## src/rtl/button_press_encoder.sv

```systemverilog
// Button front-end: sync, debounce, press-edge detect, and
// encode four buttons into one indexed valid/ready event stream.
//
// Ports:
//   clock        system clock, rising edge
//   reset        asynchronous active-high reset
//   btn_raw      raw button levels (async), 1 = pressed
//   press_ready  consumer accepts the pending event
//   press_valid  event pending in the output register
//   press_idx    index of the pressed button (lowest wins)
//   press_multi  several press edges landed in the same cycle
//   btn_level    debounced stable level per button
//   overflow     sticky: an event was dropped
//
// Optional: define BPE_REPEAT_EN for auto-repeat of held
// buttons every REPEAT_CYCLES clocks.

module button_press_encoder #(
    parameter int DEBOUNCE_CYCLES = 16,
    parameter int CNT_W           = 16,
    parameter int REPEAT_CYCLES   = 1024
) (
    input  logic       clock,
    input  logic       reset,
    input  logic [3:0] btn_raw,
    input  logic       press_ready,
    output logic       press_valid,
    output logic [1:0] press_idx,
    output logic       press_multi,
    output logic [3:0] btn_level,
    output logic       overflow
);

    // Elaboration-time parameter sanity checks
    if (DEBOUNCE_CYCLES < 2 || DEBOUNCE_CYCLES > 65535) begin : g_chk_db
        $error("DEBOUNCE_CYCLES out of range");
    end
    if ((64'd1 << CNT_W) < 64'(DEBOUNCE_CYCLES)) begin : g_chk_cw
        $error("CNT_W too narrow for DEBOUNCE_CYCLES");
    end
    if (REPEAT_CYCLES < 2) begin : g_chk_rep
        $error("REPEAT_CYCLES must be at least 2");
    end

    localparam logic [CNT_W-1:0] CNT_LAST =
        CNT_W'(DEBOUNCE_CYCLES - 1);

    logic [3:0]            s1;
    logic [3:0]            s2;
    logic [3:0][CNT_W-1:0] cnt;
    logic [3:0]            level_d;
    logic [3:0]            rise;
    logic [3:0]            ev;
    logic [1:0]            cand_idx;
    logic                  cand_any;
    logic                  cand_multi;

    // Two-flop synchroniser
    always_ff @(posedge clock or posedge reset) begin
        if (reset) begin
            s1 <= '0;
            s2 <= '0;
        end else begin
            s1 <= btn_raw;
            s2 <= s1;
        end
    end

    // Debounce: level flips only after DEBOUNCE_CYCLES
    // consecutive disagreeing samples.
    always_ff @(posedge clock or posedge reset) begin
        if (reset) begin
            cnt       <= '0;
            btn_level <= '0;
            level_d   <= '0;
        end else begin
            level_d <= btn_level;
            for (int i = 0; i < 4; i++) begin
                if (s2[i] == btn_level[i]) begin
                    cnt[i] <= '0;
                end else if (cnt[i] == CNT_LAST) begin
                    btn_level[i] <= s2[i];
                    cnt[i]       <= '0;
                end else begin
                    cnt[i] <= cnt[i] + CNT_W'(1);
                end
            end
        end
    end

    assign rise = btn_level & ~level_d;

`ifdef BPE_REPEAT_EN
    localparam int REP_W = $clog2(REPEAT_CYCLES);
    localparam logic [REP_W-1:0] REP_LAST =
        REP_W'(REPEAT_CYCLES - 1);

    logic [3:0][REP_W-1:0] rcnt;
    logic [3:0]            rep;

    always_comb begin
        rep = '0;
        for (int i = 0; i < 4; i++) begin
            rep[i] = btn_level[i] & ~rise[i] &
                     (rcnt[i] == REP_LAST);
        end
    end

    // Repeat counter restarts at every press edge and
    // whenever it wraps, giving a fixed repeat period.
    always_ff @(posedge clock or posedge reset) begin
        if (reset) begin
            rcnt <= '0;
        end else begin
            for (int i = 0; i < 4; i++) begin
                if (!btn_level[i] || rise[i] ||
                    rcnt[i] == REP_LAST) begin
                    rcnt[i] <= '0;
                end else begin
                    rcnt[i] <= rcnt[i] + REP_W'(1);
                end
            end
        end
    end

    assign ev = rise | rep;
`else
    assign ev = rise;
`endif

    // Lowest set index wins; higher ones are discarded.
    always_comb begin
        cand_idx = '0;
        for (int i = 3; i >= 0; i--) begin
            if (ev[i]) cand_idx = 2'(i);
        end
    end

    assign cand_any   = |ev;
    assign cand_multi = |(ev & (ev - 4'd1));

    // Output register: reload when empty or draining.
    always_ff @(posedge clock or posedge reset) begin
        if (reset) begin
            press_valid <= 1'b0;
            press_idx   <= '0;
            press_multi <= 1'b0;
            overflow    <= 1'b0;
        end else begin
            if (!press_valid || press_ready) begin
                press_valid <= cand_any;
                if (cand_any) begin
                    press_idx   <= cand_idx;
                    press_multi <= cand_multi;
                end
            end else if (cand_any) begin
                overflow <= 1'b1;
            end
        end
    end

endmodule

```

## config.mk

```make
export PLATFORM = sky130hd
export DESIGN_NAME = button_press_encoder
export DESIGN_NICKNAME = d
export VERILOG_FILES = /design/src/rtl/button_press_encoder.sv
export SDC_FILE = /design/constraint.sdc
export NUM_CORES = 1
export LEC_CHECK = 0
export CORE_MARGIN = 3
export CORE_UTILIZATION = 50
export DETAILED_ROUTE_END_ITERATION = 10
export GPL_TIMING_DRIVEN = 0
export PLACE_DENSITY = 0.79
export SYNTH_ARGS = -nofsm -noshare
export SYNTH_HDL_FRONTEND = slang
export SYNTH_SLANG_ARGS = --single-unit
```

## constraint.sdc

```tcl
create_clock -name clock -period 2.5 [get_ports clock]
set_input_delay 0.5 -clock clock [delete_from_list [all_inputs] [get_ports clock]]
set_output_delay 0.5 -clock clock [all_outputs]
set_load 0.01 [all_outputs]
```

---- After elaboration in Yosys (flattened, before gate mapping) ----
Cells that the tools add are included.
word-level totals
  ROM bits ................................ 0
  bits in registers ....................... 85
  memories ................................ 0
  bits in latches ......................... 0
  RAM bits ................................ 0
  bits of input ports ..................... 7
  word-level logic and storage cells ...... 58
  output and inout bits ................... 9
cells by class
  divide/modulo/power cells ............... 0
  $mul .................................... 0
  bitwise operators ....................... 8
  equal/unequal tests ..................... 8
  $add $sub $neg .......................... 5
  $lt $le $gt $ge ......................... 0
  reduce and logical (&&, ||, !) cells .... 10
  shift-type cells ........................ 0
  multiplexer cells ....................... 12
operator list
  kind                                                                     count
  16-bit two-way mux                                                       8
  16-bit by 1-bit adder with 16-bit output (second input constant)         4
  16-bit by 4-bit equality test with 1-bit output (second input constant)  4
  2-bit AND reduction                                                      6
  4-bit AND                                                                2
  2-bit two-way mux                                                        4
  4-bit OR reduction                                                       2
  1-bit NOT                                                                5
  1-bit equality test                                                      4
  4-bit NOT                                                                1
  4-bit by 1-bit subtractor with 4-bit output (second input constant)      1
  1-bit zero test                                                          1
  1-bit logical OR                                                         1

---- Longest topological paths before layout ----
Gate-level depths: netlist (run 1).
  depth after elaboration ................. 6
  depth in mapped cells ................... 6

---- Least setup slack after synthesis (run 1) ----
OpenSTA, ideal clock, no wires.
  kind .................................... register -> register
  start ................................... register cnt[0] (netlist bit)
  end ..................................... register cnt[10] (netlist bit)
  buffers on the path ..................... 1
  data required time ...................... 2.368 ns
  slack ................................... 0.920 ns
  clock period less this slack ............ 1.580 ns
  data arrival time ....................... 1.448 ns
  library setup time ...................... 0.132 ns
  stages on the path, launching flop included .. 7
  path through ............................ dfrtp_1 > ha_1 > nand3_1 > nand4b_1 > nand2_1 > clkbuf_1 > nor2_1
on the way
  longest elaborated chain between the ends .. 3
RTL lines
  item                                                                                                                RTL line  source
  start: declaration                                                                                                  50        logic [3:0][CNT_W-1:0] cnt;
  start signal: indexed assignment                                                                                    85        cnt[i] <= cnt[i] + CNT_W'(1);
  16-bit by 1-bit adder with 16-bit output / 16-bit by 4-bit equality test with 1-bit output (equally long branches)  85, 81
  16-bit two-way mux (*)                                                                                              81        end else if (cnt[i] == CNT_LAST) begin
  16-bit two-way mux (*)                                                                                              79        if (s2[i] == btn_level[i]) begin
Mark *: on every way between the ends. The rest lies on a longest branch, timed or not.
A chain may end at the register's enable or synchronous reset.

---- Final worst setup path (run 1) ----
  start ................................... register cnt[0] (netlist bit)
  end ..................................... register cnt[6] (netlist bit)
The elaborated chain is that of the path after synthesis.

==> metrics, run 1 <==
DP Worst Slack 0.6089 ns; PwrDens 572.8 nW/um2; crit path DAT 2.13 ns; fin cells 503; diode count 0; Startpoint Class flop; hold path depth 0; vias per cell 5.346; First-pass DRT Iterations 4; WHS Endpoint s2[3]; WP data required 2.72 ns; sequential share of the synthesized area 55.68%; Layout area overhead 13.56%; TNS Setup 0 ns; syn_area_per_cell 10.30 um2; Mapped Cells 371; Critical R2R Capture cnt[6]; first-pass GRT wire length 11430 um; library cells used by synthesis 29; Die ar. 8724 um2; #FFs+latches synth 85; Critical-path top delay cell clkbuf_1; Post-route DRC 0; RSZ-0062 raised after global routing false; CTS Buf Count 9; Max Cap Violations 0; commonest cells after routing, fill and taps aside dfrtp_1 (85), nor2_1 (69), xnor2_1 (48), nor4_1 (25), nand2_1 (22); slew margin rel. 69.85%; CP Class reg -> reg; Initial Utilization 52.11%; fillcell total 576; CP max FO 10; dpl hpwl 4525 um; # resized after CTS 0; clk_lat worst skew 0.35 ns; vias in the first global route 2503; HP Start s1[3]; crit-path max cell delay 0.40 ns; Worst Hold Class reg -> reg; Worst-path clk slew 0.08 ns; post-synthesis net count 382; port buffer count 15; Die X 93.41 um; min Tclk post-route 1.912 ns; initial antenna violation count 0; FP Rows 31; crit path capture type flop; CP Buf/Inv Count 1; final setup fails 0; hold buffers post-CTS 0; clk sinks 85; gr ovfl total 0; Worst Tran Pin Value 0.4522 ns; Clock Tree Root clkbuf_8; H-tree Lvls 3; final hold viol count 0; R2R setup slack 0.59 ns; postcts setup bufs 0; largest net degree at the start of global routing 41; Max Slew Vio Count 0; FF-to-FF Start cnt[0]; crit path cell chain ha_1 > nand3_1 > nand4b_1 > nand2_1 > clkbuf_1 > nor2_1; commonest non-fill, non-tap cell in the layout dfrtp_1; peak supply drop 0.0006137 V; CTS tree done; DP Cell Count 487; fmax 523.1 MHz; FF-to-FF path depth 6; fraction of layout cells with a size suffix above 1 6.436%; drt wl/cell 13.09 um; Post-synth ARST share 100.0%; Final WS setup 0.5883 ns; number of synthesized flops with an enable pin 0; GPL Wtd Cong 0.8523; cell area after synthesis 3820 um2; Routed WL 6582 um; Yosys warning total 0; DR vias 2689; delay-heaviest family, CP simple AND/OR/NAND/NOR gates; die span in y 93.41 um; final core utilization 59.17%; core area 7331 um2; Total GRT Usage 16.55%; fin nets 410; DRT iter0 DRCs 100; Most used DFF post-synth dfrtp_1; outcome completed; number of antenna-violating nets in the routed design 0; fin crit share 76.47%; Setup Skew 0.007710 ns; Pleak 1.780 nW; # IOs 16; clk buf depth 2
==> power breakdown <==
part           total [mW]  internal, mW  switching [mW]  leakage [nW]
Combinational      0.0974        0.0384          0.0590         0.527
Sequential           1.42          1.40          0.0212          1.16
Clock               0.968         0.485           0.483        0.0943
==> Yosys cell counts, types with 2 or more instances <==
cell,instances,share of area (%)
o21ai_0,2,0.26
clkbuf_1,4,0.39
nand2_1,22,2.2
mux2_2,4,1.2
and3_1,7,1.1
xnor2_1,48,11
xor2_1,11,2.5
nand4_1,18,2.9
inv_1,11,1.1
nand2b_1,5,0.82
dfrtp_1,85,56
nor3_1,18,2.4
a21oi_1,6,0.79
nor2_1,69,6.8
nand4b_1,2,0.46
nand3_1,19,2.5
nor4_1,25,4.1
ha_1,4,1.3
==> sequential cells by signal (all words and copies together) (netlist names) <==
signal / flops
btn_level: 4
overflow: 1
s2: 4
level_d: 4
press_idx: 2
press_multi: 1
s1: 4
cnt: 64
press_valid: 1
==> layout make-up <==
type                            instances  area [um2]  share of cell area, %
Multi-Input combinational cell        270        1632                  37.61
Timing Repair Buffer                   17       190.2                  4.384
Inverter                               11       45.04                  1.038
Buffer                                  5       20.02                 0.4615
Clock buffer                           10       137.6                  3.173
Tap cell                               99       123.9                  2.855
Clock inverter                          6       62.56                  1.442
Sequential cell                        85        2127                  49.03
==> stage by stage <==
| step | cell area, um2 | total power [mW] | hold WS (ns) |
|---|---|---|---|
| detailed placement | 4138 | 1.546 | 0.3389 |
| floorplan | 3824 | 1.502 | 0.3312 |
| finish | 4338 | 2.485 | 0.3541 |
| CTS | 4338 | 2.520 | 0.3570 |
| global placement | 4098 | 1.536 | 0.3345 |
| global route | 4338 | 2.598 | 0.3611 |
==> how the worst max path moves through the flow <==
stage                 start            to  slack [ns]  depth (start not counted)
6_report             cnt[0]        cnt[6]        0.59                          6
2_1_floorplan        cnt[0]       cnt[10]        0.92                          6
3_3_place_gp          reset       cnt[10]        0.15                          2
5_1_grt              cnt[0]       cnt[14]        0.38                          6
3_5_place_dp        cnt[32]       cnt[38]        0.61                          6
4_1_cts        btn_level[2]  btn_level[2]        0.57                          1
==> layer usage <==
| layer | track usage (%) | routed length (um) | vias up | part of all wire (%) |
|---|---|---|---|---|
| li1 | - | - | 1342 | - |
| met1 | 22.26 | 3120 | 1281 | 47 |
| met2 | 25.31 | 3086 | 57 | 47 |
| met3 | 5.149 | 261 | 9 | 4.0 |
| met4 | 5.983 | 113 | 0 | 1.7 |
| met5 | 0 | 0 | - | 0 |
==> cell families after synthesis <==
group                    Yosys count  share of synthesized area (%)
buffers and inverters             16                          1.605
AO/OA/AOI/OAI                     13                          2.195
adder cells (fa/ha/maj)            4                          1.310
multiplexers                       4                          1.179
XOR/XNOR                          59                          13.53
flip-flops                        85                          55.68
AND/OR/NAND/NOR                  190                          24.50
==> worst register-to-register path: cells and delay by family, from the launching register on <==
kind                       cells  cell delay [ns]
adders and majority gates      1             0.22
DFF                            1             0.39
and+or+nand+nor                4             0.78
buffers and inverters          1             0.40
Power figures use the tool's default switching activity.
==> inputs of run 2 (changes only) <==
--- a/config.mk
+++ b/config.mk
@@ -9,7 +9,7 @@
 export CORE_UTILIZATION = 50
 export DETAILED_ROUTE_END_ITERATION = 10
 export GPL_TIMING_DRIVEN = 0
-export PLACE_DENSITY = 0.79
+export PLACE_DENSITY = 0.77
 export SYNTH_ARGS = -nofsm -noshare
 export SYNTH_HDL_FRONTEND = slang
 export SYNTH_SLANG_ARGS = --single-unit
==> constraint.sdc (replaced) <==
create_clock -name clock -period 2 [get_ports clock]
set_input_delay 0.4 -clock clock [delete_from_list [all_inputs] [get_ports clock]]
set_output_delay 0.4 -clock clock [all_outputs]
set_load 0.01 [all_outputs]
==> run 2 against run 1 <==
Net effect:
- flip-flop and latch count unchanged
- setup slack worse by 0.43 ns
- critical path depth unchanged
- fmax is 4.1% higher
- combinational power is 24% higher
- clock skew is 0.0020 ns higher
- cell area is 0.81% higher
- clock power grew 50%
- register-to-register slack got worse by 0.43 ns
- die area unchanged
- global-route usage is 0.86 points higher
- critical path type unchanged
- critical endpoint is now cnt[39]
==> metrics, run 2 (synthesis gave the netlist of run 1 again) <==
hold buffers post-CTS 0 (unchanged); diode count 0 (unchanged); CTS tree done; Biggest register cnt; number of antenna-violating nets in the routed design 0 (unchanged); sequential power share 53.0% (-4.1 points); dpl hpwl 4725 um (+4.4%); Internal Power 2.659 mW (+38%); clk_lat worst skew 0.35 ns (about the same); P_sw 690.5 uW (+23%); drt wl/cell 13.58 um (+3.8%); sw frac 20.61% (-2.1 points); WP data required 2.23 ns (-0.49 ns); crit path capture type flop; FF-to-FF path depth 6 (unchanged); CP max FO 10 (unchanged); outcome completed; Routed WL 6805 um (+3.4%); CTS Buf Count 9 (unchanged); FF-to-FF Start cnt[32]; First-pass DRT Iterations 4 (unchanged); Post-route DRC 0 (unchanged); max reg flops 64 (unchanged); Critical-path top delay cell dfrtp_1; FP Rows 31 (unchanged); Max Slew Vio Count 0 (unchanged); final hold viol count 0 (unchanged); DR vias 2724 (+1.3%); Layout area overhead 14.48%; clk buf depth 2 (unchanged); CP Class reg -> reg; commonest cells after routing, fill and taps aside dfrtp_1 (85), nor2_1 (69), xnor2_1 (48), nor4_1 (25), nand2_1 (21); slew margin rel. 68.45% (-1.4 points); R2R setup slack 0.16 ns (-0.43 ns); Die ar. 8724 um2 (unchanged); crit-path max cell delay 0.40 ns (about the same); Worst-path clk slew 0.09 ns (about the same); vias per cell 5.437 (+1.7%); Setup Skew 0.009674 ns (+0.001964 ns); Placed Area 4138 um2 (unchanged); Pleak 1.804 nW (+1.3%); fin crit share 91.84% (+15 points); crit path DAT 2.07 ns (-0.06 ns); largest net degree at the start of global routing 41 (unchanged); PwrDens 766.0 nW/um2 (+34%); clock power share 43.4% (+4.4 points); Crit. Startpoint cnt[32]; worst hold slack 0.3139 ns (-0.04024 ns); commonest non-fill, non-tap cell in the layout dfrtp_1; Clock Tree Root clkbuf_8; Worst Hold Class in -> async; cell area after layout 4373 um2 (+0.81%); clk sinks 85 (unchanged); RSZ-0062 raised after global routing false; fmax 544.4 MHz (+4.1%); Worst Tran Pin Value 0.4722 ns (+0.01998 ns); crit path cell chain ha_1 > nand3_1 > nand4b_1 > nand2_2 > buf_2 > nor2_1; gr ovfl total 0 (unchanged); Die X 93.41 um (unchanged); peak supply drop 0.0004687 V (-24%); Startpoint Class flop; initial antenna violation count 0 (unchanged); final setup fails 0 (unchanged); Critical R2R Capture cnt[39]; min Tclk post-route 1.837 ns (-0.07485 ns); first-pass GRT wire length 12140 um (+6.2%); Total GRT Usage 17.41% (+0.86 points); GPL Wtd Cong 0.8190 (-3.9%); fraction of layout cells with a size suffix above 1 6.219% (-0.22 points); Initial Utilization 52.11% (unchanged); H-tree Lvls 3 (unchanged); Max Cap Violations 0 (unchanged); Design Power 3.350 mW (+35%); TNS Setup 0 ns (unchanged); die span in y 93.41 um (unchanged); vias in the first global route 2719 (+8.6%); core area 7331 um2 (unchanged); DRT iter0 DRCs 123 (+23%); fin nets 408 (-0.49%); combinational power share 3.6% (-0.3 points); Worst setup endpoint cnt[39]; # IOs 16 (unchanged); port buffer count 15 (unchanged)
## run 2: cell count changes in the layout (fill, tap and decap cells not counted), sizes merged
cell / delta
bufinv: +2
clkinv: -1
clkinvlp: -3
## run 2: per-stage QoR
step | util (%) | instances | setup WS [ns]
detailed placement | 56.44 | 487 | 0.06463
floorplan | - | 371 | 0.4201
finish | 59.65 | 501 | 0.1632
global route | 59.65 | 501 | 0.002055
global placement | 55.90 | 485 | -0.2658
CTS | 59.72 | 503 | 0.03933
## run 2: what timing repair did
item | in CTS | in global routing
setup endpoints to repair | 0 | 21
setup buffers | 0 | 0
hold endpoints to repair | 0 | 0
resized for setup | 0 | 1
## run 2: worst min path at each step
stage / from / endpoint / cells after the start
after floorplan: s1[0] / s2[0] / 0
after global placement: s1[0] / s2[0] / 0
after detailed placement: s1[0] / s2[0] / 0
after CTS: reset / cnt[43] / 2
after global routing: reset / cnt[43] / 2
final: reset / cnt[43] / 2
## run 2: layer usage
metal	up-vias	part of all wire, %	wire (um)	track usage [%]
met1	1319	47	3171	22.49
li1	1335	-	-	-
met5	-	0	0	0
met3	12	4.2	289	4.827
met4	0	1.8	124	6.593
met2	58	47	3220	27.93
## run 2: power by group through the flow
stage	combinational [mW]	clock [mW]	sequential (mW)
after floorplan	0.0738	0	1.80
after global placement	0.113	0	1.81
after detailed placement	0.127	0	1.81
after CTS	0.127	1.48	1.77
after global routing	0.140	1.55	1.78
final	0.121	1.45	1.78
## run 2: worst max-delay path: cells and delay by family, from the launching register on
| kind | cells | cell delay (ns) |
|---|---|---|
| simple gates | 4 | 0.87 |
| flops | 1 | 0.40 |
| buf+inv | 1 | 0.24 |
| fa+ha+maj | 1 | 0.21 |
## run 2: cell type report
type / count / area [um2]
fillers: 582 / 2958
flip-flops and latches: 85 / 2127
multi-input cells: 270 / 1634
repair buffers: 17 / 190.2
clock buffers: 12 / 145.1
well taps: 99 / 123.9
clock inverters: 4 / 95.09
inverters: 11 / 45.04
plain buffers: 3 / 12.51
==> inputs of run 3 (changes only) <==
--- a/config.mk
+++ b/config.mk
@@ -5,8 +5,10 @@
 export SDC_FILE = /design/constraint.sdc
 export NUM_CORES = 1
 export LEC_CHECK = 0
+export CORE_ASPECT_RATIO = 0.8
 export CORE_MARGIN = 3
 export CORE_UTILIZATION = 50
+export CTS_CLUSTER_SIZE = 8
 export DETAILED_ROUTE_END_ITERATION = 10
 export GPL_TIMING_DRIVEN = 0
 export PLACE_DENSITY = 0.77
==> run 3 against run 2 <==
Net effect:
- register-to-register slack better by 0.04 ns
- first-iteration DRC count up 25%
- flip-flop and latch count unchanged
- cell area fell by 0.37%
- total power shrank 3.8%
- clock skew decreased by 0.00098 ns
- critical path depth did not move
- clock power is 8% lower
- cell count increased by 0.20%
- die area barely moved
- critical path type unchanged
==> metrics, run 3 (synthesis gave the netlist of run 1 again) <==
vias in the first global route 2537 (-6.7%); Die ar. 8731 um2 (about the same); FF-to-FF Start cnt[32]; Post-route DRC 0 (unchanged); Total GRT Usage 16.24% (-1.2 points); clk_lat worst skew 0.34 ns (about the same); vias per cell 5.323 (-2.1%); commonest cells after routing, fill and taps aside dfrtp_1 (85), nor2_1 (69), xnor2_1 (48), nor4_1 (25), nand2_1 (21); first-pass GRT wire length 11670 um (-3.8%); largest net degree at the start of global routing 44 (+7.3%); DP Worst Slack 0.07833 ns (+0.01369 ns); Max Slew Vio Count 0 (unchanged); max reg flops 64 (unchanged); peak supply drop 0.0005517 V (+18%); Startpoint Class flop; combinational power share 3.7% (about the same); Crit. Startpoint cnt[32]; Worst Hold Class in -> async; DR vias 2672 (-1.9%); Initial Utilization 53.59% (+1.5 points); Max Cap Violations 0 (unchanged); crit path DAT 2.03 ns (-0.04 ns); CP max FO 10 (unchanged); CTS tree done; H-tree Lvls 3 (unchanged); First-pass DRT Iterations 5 (+1); Routed WL 6528 um (-4.1%); port buffer count 15 (unchanged); dpl hpwl 4526 um (-4.2%); Worst setup endpoint cnt[42]; WP data required 2.23 ns (about the same); CP Class reg -> reg; CTS Buf Count 9 (unchanged); GPL Wtd Cong 0.8422 (+2.8%); drt wl/cell 13.00 um (-4.3%); gr ovfl total 0 (unchanged); fraction of layout cells with a size suffix above 1 6.484% (+0.26 points); DRT iter0 DRCs 154 (+25%); RSZ-0062 raised after global routing false; Pleak 1.788 nW (-0.89%); die span in y 84.18 um (-9.9%); final hold viol count 0 (unchanged); core area 7128 um2 (-2.8%); # IOs 16 (unchanged); Internal Power 2.535 mW (-4.7%); sequential power share 55.1% (+2.1 points); Layout area overhead 14.05%; Clock Tree Root clkbuf_8; FP Rows 27 (-13%); commonest non-fill, non-tap cell in the layout dfrtp_1; Worst Tran Pin Value 0.4702 ns (-0.001968 ns); fin crit share 89.75% (-2.1 points); P_sw 688.2 uW (-0.34%); Final WS setup 0.2051 ns (+0.04190 ns); initial antenna violation count 0 (unchanged); Critical R2R Capture cnt[42]; fmax 557.1 MHz (+2.3%); slew margin rel. 68.58% (+0.13 points); hold buffers post-CTS 0 (unchanged); min Tclk post-route 1.795 ns (-0.04190 ns); sw frac 21.35% (+0.74 points); clk buf depth 2 (unchanged); crit path capture type flop; outcome completed; fin nets 407 (-0.25%); Die X 103.7 um (+11%); worst hold slack 0.2873 ns (-0.02664 ns); clock power share 41.2% (-2.2 points); R2R setup slack 0.21 ns (+0.04 ns); PwrDens 739.8 nW/um2 (-3.4%); number of antenna-violating nets in the routed design 0 (unchanged); final setup fails 0 (unchanged); diode count 0 (unchanged); clk sinks 85 (unchanged); FF-to-FF path depth 6 (unchanged); Worst-path clk slew 0.08 ns (about the same); Setup Skew 0.008693 ns (-0.0009809 ns); Biggest register cnt
[run 3: cell count changes in the layout (fill, tap and decap cells not counted)]
cell / delta
clkinv_4: +1
clkinvlp_4: +2
clkinv_2: -1
clkbuf_1: -2
bufinv_16: -1
[run 3: layout make-up]
| type | count | area [um2] |
|---|---|---|
| Clock inverter | 5 | 83.83 |
| Multi-Input combinational cell | 270 | 1634 |
| Fill cell | 571 | 2771 |
| Sequential cell | 85 | 2127 |
| Buffer | 2 | 8.758 |
| Tap cell | 101 | 126.4 |
| Clock buffer | 11 | 141.4 |
| Timing Repair Buffer | 17 | 190.2 |
| Inverter | 11 | 45.04 |
[run 3: worst min path at each step]
stage | from | end | slack (ns)
after floorplan | s1[0] | s2[0] | 0.33
after global placement | s1[0] | s2[0] | 0.33
after detailed placement | s1[2] | s2[2] | 0.34
after CTS | reset | s2[1] | 0.27
after global routing | reset | s2[1] | 0.28
final | reset | s2[1] | 0.29
[run 3: power groups by stage]
stage                     Sequential (mW)  Clock (mW)  Combinational (mW)
after floorplan                      1.80           0              0.0738
after global placement               1.81           0               0.112
after detailed placement             1.81           0               0.126
after CTS                            1.78        1.38               0.126
after global routing                 1.78        1.45               0.138
final                                1.77        1.33               0.120
[run 3: what timing repair did]
action	in CTS	in global routing
endpoints found under the hold margin	0	0
setup buffers	0	0
endpoints found under the setup margin	0	39
gates resized for setup	0	1
[run 3: worst max-delay path, cell delays in order (launching register included)]
cell      delay, ns
dfrtp_1        0.39
ha_1           0.20
nand3_1        0.24
nand4b_1       0.35
nand2_2        0.18
buf_2          0.24
nor2_1         0.07
[run 3: through the flow]
step / utilization (%) / TNS (ns) / power, mW / cells / instance area [um2]
3_3_place_gp: 57.52 / -23.94 / 1.920 / 487 / 4100
6_report: 61.12 / 0 / 3.223 / 502 / 4357
4_1_cts: 61.24 / 0 / 3.281 / 505 / 4365
5_1_grt: 61.12 / 0 / 3.366 / 502 / 4357
3_5_place_dp: 58.08 / 0 / 1.935 / 489 / 4140
2_1_floorplan: - / 0 / 1.878 / 371 / 3824
[run 3: metal layers]
metal | share of wire [%] | wire (um) | up-vias | GRT usage (%)
li1 | - | - | 1327 | -
met1 | 49 | 3189 | 1292 | 23.01
met2 | 47 | 3036 | 47 | 24.41
met3 | 3.7 | 242 | 6 | 4.612
met4 | 0.93 | 61 | 0 | 5.314
met5 | 0 | 0 | - | 0
